File: src/rtl/pipe_ctrl.sv
// Pipeline control unit for the five-stage Y86-64 pipeline: hazard detection,
// stall/bubble generation, RUN/DRAIN/HALT sequencing and hazard counters.
module pipe_ctrl #(
  parameter int          CNT_W = 32,
  parameter logic [3:0]  RNONE = 4'hF,
  parameter logic [3:0]  AOK   = 4'd1
) (
  input  logic             clk,
  input  logic             rst,
  input  logic [3:0]       D_icode,
  input  logic [3:0]       d_srcA,
  input  logic [3:0]       d_srcB,
  input  logic [3:0]       E_icode,
  input  logic [3:0]       E_dstM,
  input  logic             e_Cnd,
  input  logic [3:0]       M_icode,
  input  logic [3:0]       m_stat,
  input  logic [3:0]       W_stat,
  input  logic             cnt_clr,
  output logic             F_stall,
  output logic             D_stall,
  output logic             D_bubble,
  output logic             E_bubble,
  output logic             M_bubble,
  output logic             W_stall,
  output logic             set_cc,
  output logic             halted,
  output logic [1:0]       state,
  output logic [CNT_W-1:0] luse_cnt,
  output logic [CNT_W-1:0] misp_cnt,
  output logic [CNT_W-1:0] ret_cnt,
  output logic [CNT_W-1:0] cyc_cnt
);

  localparam logic [3:0] I_MRMOVQ = 4'd5;
  localparam logic [3:0] I_OPQ    = 4'd6;
  localparam logic [3:0] I_JXX    = 4'd7;
  localparam logic [3:0] I_RET    = 4'd9;
  localparam logic [3:0] I_POPQ   = 4'd11;
  localparam logic [CNT_W-1:0] CNT_MAX = '1;

  typedef enum logic [1:0] {
    RUN   = 2'b00,
    DRAIN = 2'b01,
    HALT  = 2'b10
  } state_t;

  state_t st;

  logic luse, misp, ret, mexc, wexc;

  assign luse = ((E_icode == I_MRMOVQ) || (E_icode == I_POPQ)) && (E_dstM != RNONE) &&
                ((E_dstM == d_srcA) || (E_dstM == d_srcB));
  assign misp = (E_icode == I_JXX) && !e_Cnd;
  assign ret  = (D_icode == I_RET) || (E_icode == I_RET) || (M_icode == I_RET);
  assign mexc = (m_stat != AOK);
  assign wexc = (W_stat != AOK);

  assign state  = st;
  assign halted = (st == HALT);

  // Reset overrides everything so the pipeline registers flush while rst is high.
  always_comb begin
    F_stall  = 1'b0;
    D_stall  = 1'b0;
    D_bubble = 1'b1;
    E_bubble = 1'b1;
    M_bubble = 1'b1;
    W_stall  = 1'b0;
    set_cc   = 1'b0;
    if (!rst) begin
      case (st)
        RUN: begin
          F_stall  = luse || ret;
          D_stall  = luse;
          D_bubble = misp || (ret && !luse);
          E_bubble = misp || luse;
          M_bubble = mexc || wexc;
          W_stall  = wexc;
          set_cc   = (E_icode == I_OPQ) && !mexc && !wexc;
        end
        DRAIN: begin
          F_stall  = 1'b1;
          D_stall  = 1'b1;
          D_bubble = 1'b0;
          W_stall  = wexc;
        end
        default: begin
          F_stall  = 1'b1;
          D_stall  = 1'b1;
          D_bubble = 1'b0;
          W_stall  = 1'b1;
        end
      endcase
    end
  end

  always_ff @(posedge clk or posedge rst) begin
    if (rst) begin
      st <= RUN;
    end else begin
      case (st)
        RUN: begin
          if (wexc)      st <= HALT;
          else if (mexc) st <= DRAIN;
        end
        DRAIN:   if (wexc) st <= HALT;
        HALT:    st <= HALT;
        default: st <= RUN;
      endcase
    end
  end

  function automatic logic [CNT_W-1:0] sat_inc(input logic [CNT_W-1:0] v);
    return (v == CNT_MAX) ? v : v + 1'b1;
  endfunction

  always_ff @(posedge clk or posedge rst) begin
    if (rst) begin
      luse_cnt <= '0;
      misp_cnt <= '0;
      ret_cnt  <= '0;
      cyc_cnt  <= '0;
    end else if (cnt_clr) begin
      luse_cnt <= '0;
      misp_cnt <= '0;
      ret_cnt  <= '0;
      cyc_cnt  <= '0;
    end else if (st == RUN) begin
      cyc_cnt <= sat_inc(cyc_cnt);
      if (luse)         luse_cnt <= sat_inc(luse_cnt);
      if (misp)         misp_cnt <= sat_inc(misp_cnt);
      if (ret && !luse) ret_cnt  <= sat_inc(ret_cnt);
    end
  end

endmodule

File: config.mk
export PLATFORM = sky130hd
export DESIGN_NAME = pipe_ctrl
export DESIGN_NICKNAME = d
export VERILOG_FILES = /design/src/rtl/pipe_ctrl.sv
export SDC_FILE = /design/constraint.sdc
export NUM_CORES = 1
export LEC_CHECK = 0
export BUFFER_PORTS_ARGS = -buffer_cell sky130_fd_sc_hd__buf_2
export CAP_MARGIN = 20
export CORE_MARGIN = 5
export CORE_UTILIZATION = 25
export DETAILED_ROUTE_END_ITERATION = 7
export GPL_TIMING_DRIVEN = 0
export HOLD_SLACK_MARGIN = 0.08
export SETUP_SLACK_MARGIN = 0.15
export SLEW_MARGIN = 10
export SYNTH_ARGS = -nofsm -noshare
export SYNTH_HDL_FRONTEND = slang
export SYNTH_SLANG_ARGS = --single-unit
File: constraint.sdc
create_clock -name clk -period 5.9 [get_ports clk]
set_input_delay 0.885 -clock clk [delete_from_list [all_inputs] [get_ports clk]]
set_output_delay 0.885 -clock clk [all_outputs]
set_load 0.02 [all_outputs]
==> results of run 1 <==
final timing paths:
path | from | endpoint | cells after the start
worst max-delay path | state[0] | set_cc | 7
worst min-delay path | rst | misp_cnt[9] | 2
worst max register to register | state[0] | luse_cnt[12] | 9
worst min register to register | misp_cnt[12] | misp_cnt[12] | 2
max in group asynchronous | rst | luse_cnt[19] | 4
min in group clk | misp_cnt[12] | misp_cnt[12] | 2
power groups by stage:
| stage | Combinational [mW] | Clock (mW) | Sequential, mW |
|---|---|---|---|
| CTS | 0.148 | 1.21 | 0.908 |
| global placement | 0.138 | 0 | 0.925 |
| floorplan | 0.0690 | 0 | 0.929 |
| global route | 0.158 | 1.25 | 0.908 |
| finish | 0.140 | 1.18 | 0.909 |
| detailed placement | 0.147 | 0 | 0.925 |
metrics by stage:
stage	TNS (ns)	hold slack (ns)	setup slack [ns]	util [%]
after floorplan	0	0.639	1.25	-
after global placement	-0.901	0.544	-0.466	29.9
after detailed placement	0	0.551	2.01	30.1
after CTS	0	0.513	1.81	32.4
after global routing	0	0.532	1.69	32.4
final	0	0.512	1.97	32.4
synthesized netlist by cell type (2+ instances only):
cell | n | area share [%]
and2_1 | 8 | 0.70
o31ai_1 | 19 | 2.0
or4_1 | 23 | 2.4
and4_1 | 14 | 1.7
nor3_1 | 25 | 1.7
ha_1 | 8 | 1.4
and3b_1 | 2 | 0.24
nand4_1 | 43 | 3.8
clkbuf_1 | 30 | 1.6
nor4bb_1 | 3 | 0.42
inv_1 | 23 | 1.2
nor2b_1 | 5 | 0.44
xor2_1 | 20 | 2.4
mux2_2 | 4 | 0.63
nor2_1 | 73 | 3.8
nor4_1 | 9 | 0.79
or3_1 | 50 | 4.4
dfrtp_1 | 130 | 45
nor3b_1 | 3 | 0.31
o21ai_0 | 51 | 3.6
buf_2 | 3 | 0.21
a21oi_1 | 73 | 5.1
nand3b_1 | 2 | 0.21
nor4b_1 | 4 | 0.49
and3_1 | 20 | 1.7
nand2_1 | 58 | 3.0
xnor2_1 | 42 | 5.1
nand3_1 | 43 | 3.0
logic make-up (layout without fill, tap and decap cells):
| logic type | Yosys count | count (layout) | share of synthesized area [%] |
|---|---|---|---|
| and+or+nand+nor | 392 | 392 | 30.2 |
| AOI/OAI and AO/OA | 152 | 152 | 11.7 |
| DFF | 130 | 130 | 45.5 |
| xor gates and xnor gates | 62 | 62 | 7.59 |
| buffers and inverters | 56 | 263 | 2.99 |
| adders and majority gates | 8 | 8 | 1.40 |
| muxes | 4 | 4 | 0.629 |
layout make-up:
class / count / area, sq um
Multi-Input combinational cell: 618 / 3690
Inverter: 23 / 90.1
Buffer: 33 / 128
Clock buffer: 19 / 433
Tap cell: 384 / 480
Fill cell: 3017 / 19200
Sequential cell: 130 / 3250
Timing Repair Buffer: 176 / 941
Clock inverter: 12 / 209
registers in the layout, summed over array words and instances (netlist names):
register  count
cyc_cnt      32
ret_cnt      32
state         2
misp_cnt     32
luse_cnt     32
worst max-delay path: stages (launching register included):
cell,delay (ns)
dfrtp_1,0.43
inv_1,0.11
ha_1,0.16
clkbuf_1,0.47
clkbuf_1,0.51
nand4_1,0.43
nor3b_1,0.29
buf_2,0.23
routing by layer:
| layer | vias to the layer above | track usage, % | routed length [um] |
|---|---|---|---|
| met4 | 4 | 3.46 | 164 |
| met3 | 19 | 3.56 | 1280 |
| met1 | 3401 | 19.4 | 10900 |
| met5 | - | 0 | 14 |
| li1 | 3359 | - | - |
| met2 | 157 | 23.5 | 11000 |
==> results.yml, run 1 <==
global_route:
  grt_max_degree: 35
  grtUsageTotal_pct: 14.5
  overflow: 0
  grt_pass1_wl_um: 36900
  antenna_found_initial: 2
  grt_pass1_vias: 6657
routing:
  dr.pass1.iters: 7
  num_vias: 6940
  drtIter0Drc: 364
  viasPerCell: 4.97
  routedWlPerCell_um: 16.7
  routed_wl_um: 23300
  drtAntennaViolNets: 0
  drc_errors: 0
logic_synthesis:
  synthesis.nets: 848
  netlist_instances: 804
  async_flop_share_pct: 100
  netlist_area_sq_um: 7160
  ys_types: 44
  ys_warn_count: 0
  synth_flop_cell: "dfrtp_1"
  ys_ff_latch: 130
  yosysSeqAreaShare_pct: 45.5
  synth_edf_count: 0
  syn_area_per_cell_sq_um: 8.90
pwr:
  p_sw_share_pct: 24.2
  peakVddDrop_mv: 0.151
  p_switching_mw: 0.540
  pwr-share-comb_pct: 6.3
  p_seq_share_pct: 40.7
  leakage_nw: 3.94
  clockPowerShare_pct: 53.0
  internal_power_mw: 1.69
  cellPowerDensity_nw_per_um2: 242
  power.total_mw: 2.23
finish:
  mostFrequentLayoutCell: "buf_2"
  mostFrequentLayoutCells: "buf_2, dfrtp_1, nor2_1, a21oi_1, nand2_1"
  final_area_sq_um: 9220
  drive_above_1_share_pct: 21.5
  nNetsFinal: 1043
  diodes: 0
  syn2layout_area_growth_pct: 28.9
  fin_cells: 1395
critical_path:
  worstPathArrival_ns: 3.04
  rrSetupSlack_ns: 2.60
  crit_type: "reg2out"
  cp.required_ns: 5.02
  end_kind: "output pin"
  cp-start-kind: "flip-flop"
  cp_max_fo: 10
clock_tree:
  cts_tree: "done"
  numCtsBuffers: 17
  cts_hold_buffers: 0
  max-clock-path-buffers: 2
  postCtsSetupBuffers: 0
  cts_num_sinks: 130
  post_cts_resized: 0
  clkLatencyLatePin_ns: 0.42
  clk_pin_slew_ns: 0.07
  cts_root_buf: "clkbuf_16"
  cts_htree_levels: 4
run:
  max_cap_viol_count: 0
sta:
  fin_skew_ns: 0.0136
  rsz0062_at_grt: "no"
  fmax_mhz: 255
  max_slew.worst_pin.slew_ns: 1.14
  slew_headroom_pct: 23.3
  hold_viol_final: 0
  slew_viol_final: 0
  finalCriticalPeriod_ns: 3.93
  final-setup-viol-count: 0
  fin_crit_sh_pct: 66.6
floorplan:
  initial_core_util_pct: 25.1
  dieArea_sq_um: 32100
  die_w_um: 179
  core-area_sq_um: 28500
  rows: 62
  io_pins: 174
  fp.dieH_um: 179
outcome:
  status: "finished clean"
placed_design:
  dp_hpwl_um: 17500
  place_area_sq_um: 8580
  io_buffers: 172
  dp_cells: 1364
  gp_congestion: 0.775
hold_path:
  hold_path_class: "in2async"
Note: power is estimated with default switching activity, not from simulation.
==> run 2, diff against run 1 <==
ABC_AREA = 1   (was default)
clock period = 4 ns   (was 5.9 ns; I/O delays follow)
==> results.yml, run 2 <==
global_route:
  grtUsageTotal_pct: 16.5
  grt_max_degree: 37
  grt_pass1_vias: 10000
  overflow: 0
  antenna_found_initial: 0
  grt_pass1_wl_um: 54700
critical_path:
  worstPathArrival_ns: 2.38
  endpoint: "set_cc"
  crit_start: "state[0]"
  crit_type: "reg2out"
  cp_max_fo: 5
  cp.required_ns: 3.40
  worst_r2r_path_depth: 9
  end_kind: "output pin"
  rrSetupSlack_ns: 1.62
  r2r_start: "state[0]"
  regToRegEndpoint: "misp_cnt[15]"
  cp-start-kind: "flip-flop"
routing:
  num_vias: 10200
  viasPerCell: 4.60
  drc_errors: 0
  dr.pass1.iters: 5
  routedWlPerCell_um: 15.3
  routed_wl_um: 34100
  drtIter0Drc: 645
  drtAntennaViolNets: 0
placed_design:
  dp_hpwl_um: 26900
  gp_congestion: 0.902
  io_buffers: 172
logic_synthesis:
  ys_types: 35
  synth_flop_cell: "dfrtp_1"
  async_flop_share_pct: 100
  ys_ff_latch: 130
  synth_top_area_share_pct: 34.1
  yosysMostFrequentCell: "nand2_1"
  yosysTopAreaCell: "dfrtp_1"
  syn_area_per_cell_sq_um: 6.30
  synthesis.nets: 1558
  synth_commonest_cells: "nand2_1, nor2_1, nand3_1"
  netlist_instances: 1514
  ys_top_cells_by_area: "dfrtp_1, nand2_1, nor2_1"
  synth_edf_count: 0
  ys_warn_count: 0
  yosysSeqAreaShare_pct: 34.1
  netlist_area_sq_um: 9540
clock_tree:
  post_cts_resized: 0
  cts_hold_buffers: 0
  cts_num_sinks: 130
  max-clock-path-buffers: 2
  cts_root_buf: "clkbuf_16"
  cts_htree_levels: 4
  numCtsBuffers: 17
  cts_tree: "done"
  postCtsSetupBuffers: 0
  clkLatencyLatePin_ns: 0.45
  clk_pin_slew_ns: 0.06
sta:
  rsz0062_at_grt: "no"
  hold_ws_ns: 0.322
  final-setup-viol-count: 0
  slew_viol_final: 0
  fmax_mhz: 336
  fin_crit_sh_pct: 74.5
  fin_skew_ns: 0.0144
  hold_viol_final: 0
  slew_headroom_pct: 40.6
  max_slew.worst_pin.slew_ns: 0.891
  tns_ns: 0
  finalCriticalPeriod_ns: 2.98
finish:
  syn2layout_area_growth_pct: 21.7
  fillers: 4206
  mostFrequentLayoutCells: "nand2_1, nor2_1, buf_2"
  multi_input_area_sq_um: 5480
  utilization_pct: 30.8
  diodes: 0
  nNetsFinal: 1752
  mostFrequentLayoutCell: "nand2_1"
  drive_above_1_share_pct: 15.8
  ff_latch_area_sq_um: 3250
pwr:
  power.total_mw: 3.44
  peakVddDrop_mv: 0.303
  cellPowerDensity_nw_per_um2: 296
  leakage_nw: 5.39
floorplan:
  die_w_um: 205
  rows: 71
  io_pins: 174
  dieArea_sq_um: 42200
  core-area_sq_um: 37700
  fp.dieH_um: 205
  initial_core_util_pct: 25.3
hold_path:
  hold_path_class: "in2async"
outcome:
  status: "finished clean"
run:
  max_cap_viol_count: 0
run 2: changes by cell type after synthesis, moves of 18 or more:
cell	change
o21ai_1	+19
a21oi_1	-69
inv_1	+112
o31ai_1	-19
and3_1	-20
nand2_1	+518
or4_1	-23
clkbuf_1	-18
nand3_1	+112
or3_1	-50
xnor2_1	-22
nor2_1	+155
nand4_1	-21
run 2: final cells by class:
cell class | count | share of cell area (%)
Multi-Input combinational cell | 1200 | 47.2
Tap cell | 511 | 5.50
Buffer | 42 | 2.44
Sequential cell | 130 | 28.0
Inverter | 142 | 4.62
Clock inverter | 1 | 0.258
Timing Repair Buffer | 175 | 7.93
Clock buffer | 25 | 4.09
run 2: cells by family (layout without fill, tap and decap cells):
group,Yosys count,after routing,synth area share [%]
AND/OR/NAND/NOR,1059,1059,47.1
buffers and inverters,184,385,8.56
flip-flops,130,130,34.1
AO/OA/AOI/OAI,85,85,4.84
XOR/XNOR,48,48,4.40
adder cells (fa/ha/maj),8,8,1.05
run 2: worst min-delay path by stage:
stage	end	slack, ns	cells after the start
after floorplan	cyc_cnt[10]	0.60	2
after global placement	cyc_cnt[10]	0.52	2
after detailed placement	cyc_cnt[10]	0.51	2
after CTS	ret_cnt[16]	0.34	2
final	ret_cnt[16]	0.32	2
after global routing	ret_cnt[11]	0.39	2
run 2: worst max-delay path, cell delays in order, from the launching register on:
cell	delay (ns)
dfrtp_1	0.42
inv_1	0.10
ha_1	0.39
inv_1	0.21
nor3_1	0.29
nand2_1	0.14
nor4_2	0.16
buf_2	0.21
run 2: report_power, final:
| group | leakage (nW) | total [mW] | switching, mW | internal [mW] |
|---|---|---|---|---|
| registers | 1.80 | 1.42 | 0.0644 | 1.36 |
| logic | 3.34 | 0.577 | 0.407 | 0.169 |
| clock network | 0.245 | 1.44 | 0.577 | 0.865 |
| total | 5.39 | 3.44 | 1.05 | 2.39 |
run 2: metrics by stage:
step                      area, sq um  setup slack, ns  cells
after CTS                       11600            0.968   2226
after floorplan                  9550           0.0937   1514
final                           11600             1.02   2226
after global routing            11600            0.842   2226
after global placement          11100           -0.909   2197
after detailed placement        11100             1.13   2200
run 2: per-layer routing:
layer  part of all wire, %  global-route usage, %  wire length [um]
met5                     0                      0                 0
met4                   1.5                   4.00               518
met3                   5.7                   3.81              1960
met2                    47                   27.7             16100
met1                    45                   21.5             15500
